--- src/rtl/um6845r_crtc.sv ---
// UM6845R / HD6845S-compatible CRT controller: register file, CPU read map and
// character/raster/row timing with registered video outputs.
module um6845r_crtc (
  input  logic        clock,
  input  logic        reset,
  input  logic        crtc_type,
  input  logic        clken,
  input  logic        enable,
  input  logic        n_cs,
  input  logic        r_nw,
  input  logic        rs,
  input  logic [7:0]  di,
  output logic [7:0]  dout,
  output logic        hsync,
  output logic        vsync,
  output logic        de,
  output logic        hblank,
  output logic        vblank,
  output logic        field,
  output logic        cursor,
  output logic [13:0] ma,
  output logic [4:0]  ra
);
  logic [7:0]  r0, r1, r2, r3, r13, r15;
  logic [6:0]  r4, r6, r7, r10;
  logic [4:0]  r5, r9, r11, addr;
  logic [5:0]  r12, r14;
  logic [1:0]  r8;

  logic [7:0]  hcc;
  logic [6:0]  vcc;
  logic [4:0]  rac;
  logic        in_adj, field_q;
  logic [13:0] ma_row;
  logic [3:0]  hs_cnt, vs_cnt;
  logic [5:0]  blink_cnt;

  logic        line_end, last_row, frame_end, enter_adj;
  logic        hs_start, hs_now, vs_start, vs_now, hb, vb, blink_on, cur_now;
  logic [13:0] base, ma_now;

  // The first scanline of a frame always fetches from the start address.
  assign base      = (vcc == 7'd0 && rac == 5'd0 && !in_adj) ? {r12, r13} : ma_row;
  assign ma_now    = base + {6'd0, hcc};
  assign line_end  = (hcc == r0);
  assign last_row  = (rac == r9);
  assign enter_adj = !in_adj && last_row && vcc == r4 && r5 != 5'd0;
  assign frame_end = in_adj ? (rac + 5'd1 == r5) : (last_row && vcc == r4 && r5 == 5'd0);
  assign hs_start  = (hcc == r2) && (r3[3:0] != 4'd0);
  assign hs_now    = hs_start || (hs_cnt != 4'd0);
  assign vs_start  = (vcc == r7) && (rac == 5'd0) && !in_adj;
  assign vs_now    = vs_start || (vs_cnt != 4'd0);
  assign hb        = (hcc >= r1);
  assign vb        = (vcc >= r6) || in_adj;

  always_comb begin
    case (r10[6:5])
      2'b00:   blink_on = 1'b1;
      2'b01:   blink_on = 1'b0;
      2'b10:   blink_on = ~blink_cnt[4];
      default: blink_on = ~blink_cnt[5];
    endcase
  end

  assign cur_now = !hb && !vb && (ma_now == {r14, r15}) &&
                   (rac >= r10[4:0]) && (rac <= r11) && blink_on;

  // Read map: cursor address always visible, start address only on UM6845R.
  always_comb begin
    dout = 8'hFF;
    if (!n_cs && r_nw) begin
      if (!rs) dout = crtc_type ? {2'b00, vblank, 5'b0} : 8'h00;
      else begin
        case (addr)
          5'd8:    dout = {6'd0, r8} & 8'h00;
          5'd12:   dout = crtc_type ? {2'b00, r12} : 8'h00;
          5'd13:   dout = crtc_type ? r13 : 8'h00;
          5'd14:   dout = {2'b00, r14};
          5'd15:   dout = r15;
          default: dout = 8'h00;
        endcase
      end
    end
  end

  always_ff @(posedge clock or negedge reset) begin
    if (!reset) begin
      {r0, r1, r2, r3, r13, r15} <= '0;
      {r4, r6, r7, r10}          <= '0;
      {r5, r9, r11, addr}        <= '0;
      {r12, r14}                 <= '0;
      r8                         <= '0;
    end else if (clken && !n_cs && !r_nw) begin
      if (!rs) addr <= di[4:0];
      else begin
        case (addr)
          5'd0:  r0  <= di;
          5'd1:  r1  <= di;
          5'd2:  r2  <= di;
          5'd3:  r3  <= di;
          5'd4:  r4  <= di[6:0];
          5'd5:  r5  <= di[4:0];
          5'd6:  r6  <= di[6:0];
          5'd7:  r7  <= di[6:0];
          5'd8:  r8  <= di[1:0];
          5'd9:  r9  <= di[4:0];
          5'd10: r10 <= di[6:0];
          5'd11: r11 <= di[4:0];
          5'd12: r12 <= di[5:0];
          5'd13: r13 <= di;
          5'd14: r14 <= di[5:0];
          5'd15: r15 <= di;
          default: ;
        endcase
      end
    end
  end

  always_ff @(posedge clock or negedge reset) begin
    if (!reset) begin
      hcc <= '0; vcc <= '0; rac <= '0; in_adj <= 1'b0; field_q <= 1'b0;
      ma_row <= '0; hs_cnt <= '0; vs_cnt <= '0; blink_cnt <= '0;
      hsync <= 1'b0; vsync <= 1'b0; de <= 1'b0; cursor <= 1'b0;
      hblank <= 1'b1; vblank <= 1'b1; field <= 1'b0; ma <= '0; ra <= '0;
    end else if (clken && enable) begin
      hsync  <= hs_now;
      vsync  <= vs_now;
      hblank <= hb;
      vblank <= vb;
      de     <= !hb && !vb;
      cursor <= cur_now;
      field  <= field_q;
      ma     <= ma_now;
      ra     <= rac;
      // A shortened R0 simply lets hcc run on and overflow back to 0.
      hcc <= line_end ? 8'd0 : hcc + 8'd1;
      if (hs_start)              hs_cnt <= r3[3:0] - 4'd1;
      else if (hs_cnt != 4'd0)   hs_cnt <= hs_cnt - 4'd1;
      if (line_end) begin
        // Width field of 0 wraps to 15 remaining lines, i.e. 16 in total.
        if (vs_start)            vs_cnt <= r3[7:4] - 4'd1;
        else if (vs_cnt != 4'd0) vs_cnt <= vs_cnt - 4'd1;
        if (frame_end) begin
          vcc <= '0; rac <= '0; in_adj <= 1'b0;
          field_q   <= ~field_q;
          blink_cnt <= blink_cnt + 6'd1;
          ma_row    <= {r12, r13};
        end else if (in_adj) begin
          rac <= rac + 5'd1;
        end else if (last_row) begin
          rac    <= '0;
          vcc    <= vcc + 7'd1;
          in_adj <= enter_adj;
          ma_row <= base + {6'd0, r1};
        end else begin
          rac    <= rac + 5'd1;
          ma_row <= base;
        end
      end
    end
  end
endmodule

--- config.mk ---
export PLATFORM = sky130hd
export DESIGN_NAME = um6845r_crtc
export DESIGN_NICKNAME = d
export VERILOG_FILES = /design/src/rtl/um6845r_crtc.sv
export SDC_FILE = /design/constraint.sdc
export NUM_CORES = 1
export LEC_CHECK = 0
export ABC_AREA = 1
export CORE_ASPECT_RATIO = 0.8
export CORE_MARGIN = 2
export CORE_UTILIZATION = 40
export CTS_BUF_LIST = sky130_fd_sc_hd__clkbuf_16
export CTS_CLUSTER_DIAMETER = 50
export DETAILED_ROUTE_END_ITERATION = 8
export GPL_ROUTABILITY_DRIVEN = 0
export HOLD_SLACK_MARGIN = 0.02
export MAX_ROUTING_LAYER = met4
export PLACE_DENSITY_LB_ADDON = 0.05
export SLEW_MARGIN = 30
export SYNTH_ARGS = -nofsm -noshare
export SYNTH_HDL_FRONTEND = slang
export SYNTH_SLANG_ARGS = --single-unit
--- constraint.sdc ---
create_clock -name clock -period 9 [get_ports clock]
set_input_delay 1.8 -clock clock [delete_from_list [all_inputs] [get_ports clock]]
set_output_delay 1.8 -clock clock [all_outputs]
set_load 0.01 [all_outputs]
Word level (Yosys, flattened, before mapping):

Cells that the tools add are included.

* bits in registers: 184
* bits of input ports: 16
* word-level logic and storage cells: 163

* add/subtract/negate cells: 10
* $lt $le $gt $ge: 4
* equal/unequal tests: 24
* multiplexer cells: 26
* bitwise operators: 4
* reduce and logical (&&, ||, !) cells: 61

Operators by type and width (number)
* $mux W14: 4
* $reduce_and A3 Y1: 18
* $eq A5 B4 Y1 const B: 7
* $mux W8: 4
* $pmux W8 S4: 1
* $add A14 B8 Y14: 2
* $mux W7: 3
* $eq A5 B3 Y1 const B: 4
* $logic_and A1 B1 Y1: 19
* $eq A8 B8 Y1: 2
* $mux W4: 4
* $sub A4 B1 Y4 const B: 4
* $logic_not A5 Y1: 3
* $mux W5: 3
* $eq A14 B14 Y1: 1
* $eq A7 B7 Y1: 2
* $mux W6: 2
* $reduce_bool A4 Y1: 3
* $eq A5 B2 Y1 const B: 2
* $eq A5 B5 Y1: 2
* $add A8 B1 Y8 const B: 1
* $ge A8 B8 Y1: 1
* $add A7 B1 Y7 const B: 1
* $ge A7 B7 Y1: 1
* other kinds (19): 35

Logic depth before layout (Yosys ltp):

* word-level depth: 10
* mapped depth: 24

Worst setup path before layout:

OpenSTA, ideal clock, no wires.

* kind: input -> output
* start: input port crtc_type
* end: output port dout[5]
* data arrival time: 2.381 ns
* path slack: 4.819 ns
* stages: 2
* cell sequence: inv_1 -> o311ai_0

* longest elaborated chain between the ends: 4
* elaborated cells on any way between the ends: 6
* those cells by class: mux (6)

RTL lines
* from (decl): RTL line 6 `input logic crtc_type,`
* $mux W8 or $mux W6 (tied branches): RTL line 77, 76
* $pmux W8 S4: RTL line 74 `case (addr)`
* $mux W8 *: RTL line 72 `if (!rs) dout = crtc_type ? {2'b00, vblank, 5'b0} : 8'h00;`
* $mux W8 *: RTL line 71 `if (!n_cs && r_nw) begin`
* to (decl): RTL line 13 `output logic [7:0] dout,`

Every way passes the cells marked *; elsewhere a longest branch is shown, timed or not.

Worst setup path after layout:

* start: input port crtc_type
* end: output port dout[7]

* longest elaborated chain between the ends: 4

RTL lines
* $mux W8: RTL line 77 `5'd13: dout = crtc_type ? r13 : 8'h00;`
* $pmux W8 S4: RTL line 74
* $mux W8: RTL line 72
* $mux W8: RTL line 71

Every way passes these cells.

==> metrics.cfg <==
[route]
ant_nets=0
drt_first_iter_violations=550
dr_total_vias=8749
drt-vias-per-instance=5.02
drt-pass1-iter-count=7
drt_wl_total_um=30000
wl_per_cell_um=17.2
remaining_drc_errors=0

[sta]
hold_viol=0
setup_violations=0
fin_skew_ns=0.0138
period_share_pct=58.8
rsz0062_at_grt=false
worst_slew_pin_slew_ns=1.00
period_needed_ns=5.29
slew_violations=0
fmax_mhz=189
finalSetupTns_ns=0
max_slew_margin_pct=33.1

[synthesis]
synthesis.area_um2=10600
synth_largest_area_cell=dfrtp_1
synth_cell_types=52
syn-num-nets=1408
synth_common_cells=nand2_1 (353), dfrtp_1 (182), o21ai_0 (165)
yosysMostFrequentCell=nand2_1
yosysTopAreaCellShare_pct=43.0
ys_async_sr_fraction_pct=100
synth-seq-cells=184
synth_area_leaders=dfrtp_1 (43%), nand2_1 (13%), o21ai_0 (7.8%), ha_1 (6.0%), inv_1 (5.1%)
synth_flop_cell=dfrtp_1
yosysWarnings=0
synth_area_per_cell_um2=7.92
seq_area_frac_synth_pct=43.5
synthCells=1339
synth_edf_count=0

[clock_network]
clkLatencyLatePin_ns=0.44
cts-buffers-inserted=17
clock-sinks=184
htreeDepth=4
cts_tree=done
cts_buffer_depth=2
root_buffer=clkbuf_16
cts_setup_buffers=0
cts_resized=0
clk_pin_slew_worst_paths_ns=0.07
ctsHoldBuffers=0

[critical_path]
arrival_ns=3.49
worst-setup-path-type=in2out
crit_required_ns=7.20
timing.rr.end=ma_row[11]
path_max_fanout=7
reg2reg_slack_ns=4.84
endpoint=dout[7]
r2r-start=vcc[0]
rr_worst_depth=18
worstSetupEndpointType=output port
crit_path_start=crtc_type
cp-start-kind=input pin

[power_and_ir_drop]
power_density_nw_per_um2=200
p_leak_nw=5.70
ir_drop_uv=126

[finish]
antenna_cells=0
drive_gt1_share_pct=6.49
utilization_pct=45.9
nFillCells=2677
syn2layout_area_growth_pct=13.2
nets=1444

[status]
outcome=finished, final reports clean

[die]
die_area_um2=27800
coreArea_um2=26100
placementRows=53
ios=50
start_util_pct=40.6
die_w_um=186
die_y_um=150

[global_routing]
antenna_found_initial=0
grt_overflow=0
grt_max_degree=112
grt.total_usage_pct=23.3
grt_pass1_wl_um=47400
grt_pass1_vias=8137

[job]
cap_violations=0

[worst_hold_path]
hp-class=reg2reg

[place]
dp_hpwl_um=21400
io_buffers=49

## registers in the layout, indices dropped and copies added, names as in the netlist, 8 cells and up
name	count
hcc	8
ma	14
ma_row	14
r0	8
r1	8
r13	8
r15	8
r2	8
r3	8
## worst min-delay path by stage
stage	slack [ns]	endpoint	cells after the start	start
2_1_floorplan	0.45	ma_row[13]	2	ma_row[13]
3_3_place_gp	0.46	ma_row[9]	2	ma_row[9]
3_5_place_dp	0.47	ma[11]	2	ma[11]
4_1_cts	0.48	ma_row[11]	2	ma_row[11]
5_1_grt	0.50	ma[7]	2	ma[7]
6_report	0.48	ma[7]	2	ma[7]
## placed cells by master (no fill, tap or decap), types with 2 or more instances in the layout
master,count
inv_1,144
clkinv_1,4
clkdlybuf4s50_1,48
clkbuf_16,17
dfrtp_1,182
bufinv_16,3
a31oi_1,10
a21oi_1,44
fa_1,2
o21ai_2,9
o211ai_2,2
nor3_1,11
nand4_1,18
nor4_1,5
a221oi_1,2
o22ai_1,8
ha_1,51
nand3_2,3
inv_6,6
o31ai_1,3
nand3b_1,4
nand2_2,10
xnor2_1,18
xor2_1,34
nand3_1,67
nor3_2,2
nor2_2,3
buf_4,4
nand2_1,353
o2111ai_1,3
dfstp_2,2
inv_2,6
o21bai_1,5
or2_2,7
nand2_4,5
a211oi_1,2
o21ai_0,165
o21ai_1,9
nor2_4,2
nor2_1,96
## logic make-up (layout without fill, tap and decap cells)
family	Yosys count	after routing	share of synthesized area (%)
and+or+nand+nor	592	592	24.3
buffers and inverters	189	237	7.43
DFF	184	184	43.5
AOI/OAI and AO/OA	268	268	13.9
adders and majority gates	53	53	6.40
xor gates and xnor gates	53	53	4.51
## final cells by class
class / count / area (um2) / area share (%)
inverter: 151 / 567 / 4.73
multi-input combinational: 966 / 5200 / 43.4
tap: 357 / 447 / 3.72
clock buffer: 17 / 425 / 3.55
clock inverter: 14 / 170 / 1.42
timing repair buffer: 55 / 573 / 4.78
sequential: 184 / 4610 / 38.4
## metal layers
metal / up-vias / part of all wire [%] / GRT usage (%)
met1: 4139 / 52 / 34.0
li1: 4451 / - / -
met3: 22 / 3.5 / 3.36
met5: - / 0 / -
met4: 0 / 1.7 / 6.02
met2: 137 / 43 / 33.8
## critical path, cell delays in order
cell,delay [ns]
clkdlybuf4s50_1,0.61
inv_1,0.12
o32ai_1,0.29
nand2_1,0.08
nand2_1,0.06
clkdlybuf4s50_1,0.53
## metrics by stage
stage / instances / area [um2] / setup slack [ns] / hold slack, ns / power, mW
CTS: 1743 / 12000 / 3.69 / 0.485 / 2.42
detailed placement: 1712 / 11400 / 3.70 / 0.465 / 1.62
global placement: 1711 / 11300 / 3.76 / 0.464 / 1.61
global route: 1744 / 12000 / 3.57 / 0.502 / 2.55
floorplan: 1339 / 10600 / 4.82 / 0.449 / 1.42
finish: 1744 / 12000 / 3.71 / 0.480 / 2.40
## where the power goes
| part | internal, mW | switching [mW] | total [mW] |
|---|---|---|---|
| clock network | 0.439 | 0.356 | 0.795 |
| logic | 0.239 | 0.314 | 0.553 |
| registers | 0.940 | 0.112 | 1.05 |
Note: power is estimated with default switching activity, not from simulation.
